### config.mk
export PLATFORM = sky130hd
export DESIGN_NAME = prod_accum
export DESIGN_NICKNAME = d
export VERILOG_FILES = /design/src/rtl/prod_accum_pkg.sv /design/src/rtl/prod_accum_add.sv /design/src/rtl/prod_accum.sv
export SDC_FILE = /design/constraint.sdc
export NUM_CORES = 1
export LEC_CHECK = 0
export CAP_MARGIN = 20
export CORE_MARGIN = 10
export CORE_UTILIZATION = 55
export DETAILED_ROUTE_END_ITERATION = 16
export PLACE_DENSITY_LB_ADDON = 0.15
export SYNTH_ARGS = -nofsm -noshare
export SYNTH_HDL_FRONTEND = slang
export SYNTH_HIERARCHICAL = 1
export SYNTH_SLANG_ARGS = --single-unit
### constraint.sdc
create_clock -name clk -period 5.41 [get_ports clk]
set_input_delay 0.8115 -clock clk [delete_from_list [all_inputs] [get_ports clk]]
set_output_delay 0.8115 -clock clk [all_outputs]
set_load 0.05 [all_outputs]
### src/rtl/prod_accum_pkg.sv
// Shared types and default sizing for the product accumulator.
// Holds the two-state handshake enum and default WIDTH/ACC_WIDTH/COUNT.
// No logic; imported by prod_accum and prod_accum_add.
package prod_accum_pkg;

   localparam int DEF_WIDTH     = 6;
   localparam int DEF_ACC_WIDTH = 16;
   localparam int DEF_COUNT     = 4;

   typedef enum logic {
      ACCUM = 1'b0,
      HOLD  = 1'b1
   } state_t;

endpackage

### src/rtl/prod_accum_add.sv
// Signed add of a sign-extended product into the accumulator, with overflow flag.
// Latency: purely combinational. Backpressure: none (no handshake).
// Build option PROD_ACCUM_SAT_EN: clamp to the signed extremes on overflow instead of wrapping.
module prod_accum_add
   import prod_accum_pkg::*;
#(
   parameter int WIDTH     = DEF_WIDTH,
   parameter int ACC_WIDTH = DEF_ACC_WIDTH
) (
   input  logic [ACC_WIDTH-1:0] acc,
   input  logic [2*WIDTH-1:0]   product,
   output logic [ACC_WIDTH-1:0] sum,
   output logic                 ovf
);

   logic [ACC_WIDTH:0] acc_x;
   logic [ACC_WIDTH:0] prod_x;
   logic [ACC_WIDTH:0] raw;

   // One guard bit above the accumulator: overflow when guard and sign disagree.
   always_comb begin
      acc_x  = {acc[ACC_WIDTH-1], acc};
      prod_x = {{(ACC_WIDTH+1-2*WIDTH){product[2*WIDTH-1]}}, product};
      raw    = acc_x + prod_x;
      ovf    = raw[ACC_WIDTH] ^ raw[ACC_WIDTH-1];
`ifdef PROD_ACCUM_SAT_EN
      // Guard bit carries the true sign, so it selects which extreme to clamp to.
      if (ovf)
         sum = raw[ACC_WIDTH] ? {1'b1, {(ACC_WIDTH-1){1'b0}}}
                              : {1'b0, {(ACC_WIDTH-1){1'b1}}};
      else
         sum = raw[ACC_WIDTH-1:0];
`else
      sum = raw[ACC_WIDTH-1:0];
`endif
   end

endmodule

### src/rtl/prod_accum.sv
// Sums blocks of COUNT signed products and presents each block sum with a sticky overflow flag.
// Latency: out_valid one cycle after the COUNT-th transfer. Backpressure: in_ready low while a sum is held.
// Build option PROD_ACCUM_SAT_EN selects saturating instead of wrapping accumulation.
module prod_accum
   import prod_accum_pkg::*;
#(
   parameter int WIDTH     = DEF_WIDTH,
   parameter int ACC_WIDTH = DEF_ACC_WIDTH,
   parameter int COUNT     = DEF_COUNT
) (
   input  logic                 clk,
   input  logic                 rst_n,
   input  logic                 clear,
   input  logic                 in_valid,
   output logic                 in_ready,
   input  logic [2*WIDTH-1:0]   product,
   output logic                 out_valid,
   input  logic                 out_ready,
   output logic [ACC_WIDTH-1:0] out_sum,
   output logic                 out_ovf
);

   localparam int CNT_W = $clog2(COUNT) + 1;

   state_t               state;
   state_t               state_nxt;
   logic [ACC_WIDTH-1:0] acc;
   logic [CNT_W-1:0]     cnt;
   logic                 ovf;
   logic [ACC_WIDTH-1:0] add_sum;
   logic                 add_ovf;
   logic                 xfer_in;
   logic                 xfer_out;
   logic                 last;

   prod_accum_add #(
      .WIDTH     (WIDTH),
      .ACC_WIDTH (ACC_WIDTH)
   ) u_add (
      .acc     (acc),
      .product (product),
      .sum     (add_sum),
      .ovf     (add_ovf)
   );

   assign xfer_in  = in_valid && (state == ACCUM);
   assign xfer_out = out_ready && (state == HOLD);
   assign last     = (cnt == CNT_W'(COUNT - 1));

   // State register.
   always_ff @(posedge clk) begin
      if (!rst_n)
         state <= ACCUM;
      else
         state <= state_nxt;
   end

   // Next state: clear wins over both handshakes.
   always_comb begin
      state_nxt = state;
      if (clear)
         state_nxt = ACCUM;
      else begin
         case (state)
            ACCUM:   if (xfer_in && last) state_nxt = HOLD;
            HOLD:    if (out_ready)       state_nxt = ACCUM;
            default: state_nxt = ACCUM;
         endcase
      end
   end

   // Handshake outputs decode directly from state.
   always_comb begin
      in_ready  = (state == ACCUM);
      out_valid = (state == HOLD);
   end

   // Datapath: accumulate, capture the block result, restart from zero after hand-off.
   always_ff @(posedge clk) begin
      if (!rst_n) begin
         acc     <= '0;
         cnt     <= '0;
         ovf     <= 1'b0;
         out_sum <= '0;
         out_ovf <= 1'b0;
      end else if (clear) begin
         acc <= '0;
         cnt <= '0;
         ovf <= 1'b0;
      end else if (xfer_in) begin
         acc <= add_sum;
         ovf <= ovf | add_ovf;
         if (last) begin
            out_sum <= add_sum;
            out_ovf <= ovf | add_ovf;
            cnt     <= '0;
         end else begin
            cnt <= cnt + CNT_W'(1);
         end
      end else if (xfer_out) begin
         acc <= '0;
         ovf <= 1'b0;
      end
   end

endmodule

; Yosys cells after proc, flatten, opt, wreduce, memory -nomap -nowiden
; Cells that the tools add are included.
[word_totals]
in_bits = 17
register_bits = 38
output_inout_bits = 19
wordCells = 28
[classes]
eq_ne = 1
n_reduce_logical = 6
mux = 8
bitwise = 5
n_addsub = 2
[op_table]
columns = operator, count
row1 = 2-to-1 mux 16 bit, 2
row2 = adder 16 x 12 -> 17 bit, 1
row3 = 2-to-1 mux 1 bit, 4
row4 = adder 3 x 1 -> 3 bit (second input constant), 1
row5 = == test 3 x 2 -> 1 bit (second input constant), 1
row6 = logical AND 1 bit, 3
row7 = 2-to-1 mux 3 bit, 1
row8 = NOT 1 bit, 3
row9 = AND reduction 3 bit, 1
row10 = case mux 1 bit (2 select lines), 1
row11 = nonzero test 2 bit, 1
row12 = OR reduction 2 bit, 1
row13 = bitwise OR 1 bit, 1
row14 = XOR 1 bit, 1

; Depth between registers and ports, before layout
[depth]
depth_word = 5
depth_mapped = 10
depth_no_buf = 10

; By module
; The synthesis kept the hierarchy.
[modules_own_cells]
columns = mod, area_each_um2, cells_each, instances
row1 = prod_accum, 1446.4, 153, 1
row2 = prod_accum_add, 719.4, 87, 1

; Least setup slack after synthesis
; Ideal clock, no wire load.
[synth_path]
path_type = in2reg
start = input product[0]
end = register out_ovf
stages = 10
t_arrival_ps = 2765
setup_slack_ps = 2527
cell_sequence = ha_1 > fa_1 > a211oi_2 > o211ai_2 > a311oi_2 > a211oi_1 > a211oi_2 > xnor2_1 > nand2b_1 > o221a_1
[synth_between]
elab_chain_len = 3
[synth_rtl]
columns = element, line_no
row1 = start: declaration, prod_accum.sv:16  ; input logic [2*WIDTH-1:0] product,
row2 = adder 16 x 12 -> 17 bit, prod_accum_add.sv:24  ; raw = acc_x + prod_x;
row3 = XOR 1 bit, prod_accum_add.sv:25  ; ovf = raw[ACC_WIDTH] ^ raw[ACC_WIDTH-1];
row4 = net add_ovf, prod_accum.sv:31  ; logic add_ovf;
row5 = bitwise OR 1 bit, prod_accum.sv:95  ; out_ovf <= ovf | add_ovf;
row6 = end signal: assignment, prod_accum.sv:95
row7 = end: declaration, prod_accum.sv:20  ; output logic out_ovf
; The timed path passes the listed nets, and every way through them passes these cells.
; A chain may end at the register's enable or synchronous reset.

; Worst setup path in the final report
; Same ends and word-level chain as after synthesis.

==> results.tsv <==
metric	value	unit
status	finished, final reports clean	
Starting Density	0.5785	
Synth top area share	0.3512	
MaxCap Viol Count	0	
Net Count, Synth	275	
RSZ-0062 raised after global routing	false	
Placed Cells	316	
Root Buffer	clkbuf_8	
vias per cell	5.630	
reported leakage power	1.038	nW
Finished Cell Area	2656	um^2
Slew @ Worst Pin	1.079	ns
Starting DRT DRC Count	86	
CTS tree	done	
most frequent cells in the layout	nand2_1, dfxtp_1, clkdlybuf4s50_1	
final slew viol count	0	
Worst Hold Class	register to register	
Syn Area/Cell	9.024	um^2
sequential element share of the synthesized area	0.3512	
CP delay by family, top	compound AO/OA/AOI/OAI gates	
most area-consuming cells after synthesis	dfxtp_1, ha_1, mux2i_1	
CTS Hold Bufs	0	
share of cells above drive strength 1	0.08696	
P per Cell Area	235.1	nW/um^2
largest net degree at the start of global routing	35	
setup TNS	0	ns
WL/cell	14.52	um
vias in the first global route	1728	
synth-to-layout area growth	22.65	%
total number of vias	1824	
Overall Global Routing Usage	0.1443	
clk_skew	0.005906	ns
Critical Path Sink Type	register	
CP Max Fanout	3	
Fmax	315.6	MHz
slowest CP cell	fa_1	
H-tree depth	2	
number of synthesized register bits	38	
post-DP HPWL	3411	um
Final Cycle Share	0.5857	
I/O Buffers	35	
Area after DPL	2546	um^2
Cell Area, Synth	2166	um^2
number of CTS-inserted buffers	5	
startpoint types	input pin	
final hold violation count	0	
worst hold slack	0.4519	ns
Setup Buffers After CTS	0	
crit path DAT	3.35	ns
worst reg2reg setup slack	2.87	ns
global-route wire length before repair	7790	um
crit path buf inv count	1	
Yosys warnings	6	
core area	3744	um^2
worst-path cell chain	clkdlybuf4s50_1 -> ha_1 -> fa_1 -> a211oi_2 -> o211ai_2 -> a311oi_2 -> a211oi_1 -> a211oi_2 -> xnor2_1 -> nand2b_1 -> o221a_1	
post-CTS resize count	0	
DR DRC count	0	
Congestion Overflow GR	0	
Placer Congestion	0.8549	
cell taking the most area after synthesis	dfxtp_1	
Chip Height	82.75	um
num ports	36	
crit path time final	3.169	ns
worst-skew pair later-pin latency	0.29	ns
initial antenna violation count	0	
CP Data Required Time	5.60	ns
CTS Sinks	38	
drt total wl	4703	um
Slew HR	0.2782	
CP max stage delay	0.45	ns
CTS clk-pin slew, worst paths	0.07	ns
CP most frequent cell	a211oi_2	
Cells after Synth	240	
post-route insts no fill	324	
NumNets Final	310	
library cells used by synthesis	41	
total chip power	0.6245	mW
Final ANT Viol Nets	0	
die footprint	6848	um^2
Final setup violation count	0	
Max IR drop VDD	0.1373	mV
# rows	22	
Chip Width	82.75	um
first-pass detailed-route iteration total	4	
Worst Setup Path Type	input pin to register	
Clock Path Buffers	2	
n_diodes	0	
path summary, 6_finish.rpt:
check        depth (start not counted)      end        from
max                                 11  out_ovf  product[0]
min                                  2   cnt[2]      cnt[2]
max reg2reg                         10  out_ovf      acc[0]
min reg2reg                          2   cnt[2]      cnt[2]
per-layer routing:
metal  share of wire  vias to the layer above  wire (um)  global-route usage
li1                -                      930          -                   -
met1            0.47                      847       2189              0.1707
met2            0.45                       39       2112              0.2338
met3           0.070                        8        331             0.04968
met4           0.014                        0         68             0.05853
met5               0                        -          0                   0
report_power, final:
| group | internal [mW] | total (mW) | switching [mW] |
|---|---|---|---|
| combinational | 0.0516 | 0.111 | 0.0590 |
| sequential | 0.285 | 0.289 | 0.00333 |
| clock | 0.129 | 0.225 | 0.0966 |
metrics by stage:
| step | worst slack, ns | util |
|---|---|---|
| 2_1_floorplan | 2.527 | - |
| 3_3_place_gp | 1.991 | 0.6801 |
| 3_5_place_dp | 1.935 | 0.6801 |
| 4_1_cts | 2.240 | 0.7096 |
| 5_1_grt | 2.123 | 0.7096 |
| 6_report | 2.241 | 0.7096 |
cells in the mapped netlist, drive strengths merged:
| cell | count |
|---|---|
| xor2 | 6 |
| nor3 | 3 |
| o21ai | 3 |
| and2 | 1 |
| clkbuf | 6 |
| or2 | 1 |
| nor2b | 5 |
| o41ai | 1 |
| nand2 | 38 |
| o211ai | 4 |
| a22o | 1 |
| inv | 3 |
| dfxtp | 38 |
| o22ai | 1 |
| nand3 | 2 |
| a21o | 4 |
| a211oi | 4 |
| nor2 | 23 |
| a22oi | 17 |
| o221a | 1 |
| buf | 4 |
| o31ai | 1 |
| fa | 1 |
| ha | 17 |
| a21oi | 16 |
| or3 | 3 |
| a311oi | 1 |
| xnor2 | 9 |
| mux2i | 17 |
| o31a | 2 |
| a211o | 1 |
| a41o | 1 |
| a31oi | 1 |
| nand2b | 4 |
worst register-to-register path, stage by stage, from the launching register on:
cell,delay (ns)
dfxtp_1,0.32
ha_1,0.22
fa_1,0.45
a211oi_2,0.27
o211ai_2,0.13
a311oi_2,0.30
a211oi_1,0.14
a211oi_2,0.18
xnor2_1,0.10
nand2b_1,0.14
o221a_1,0.20
logic make-up (layout without fill, tap and decap cells):
logic type      after synthesis  after routing  synth area share
compound gates               59             59            0.2051
simple gates                 80             80            0.1675
xor+xnor                     15             15           0.06066
fa+ha+maj                    18             18            0.1075
flops                        38             38            0.3512
buf+inv                      13             49           0.02946
mux                          17             17           0.07857
state kept, by name, indices dropped and copies added, names as in the netlist:
| name | flops |
|---|---|
| ovf | 1 |
| acc | 16 |
| cnt | 3 |
| out_valid | 1 |
| out_ovf | 1 |
| out_sum | 16 |
final cells by class:
type / instances / area [um^2]
Sequential cell: 38 / 760.7
Timing Repair Buffer: 38 / 372.9
Multi-Input combinational cell: 189 / 1341
Fill cell: 318 / 1087
Inverter: 3 / 11.26
Clock buffer: 8 / 110.1
Tap cell: 48 / 60.06
(Power assumes the default switching activity.)
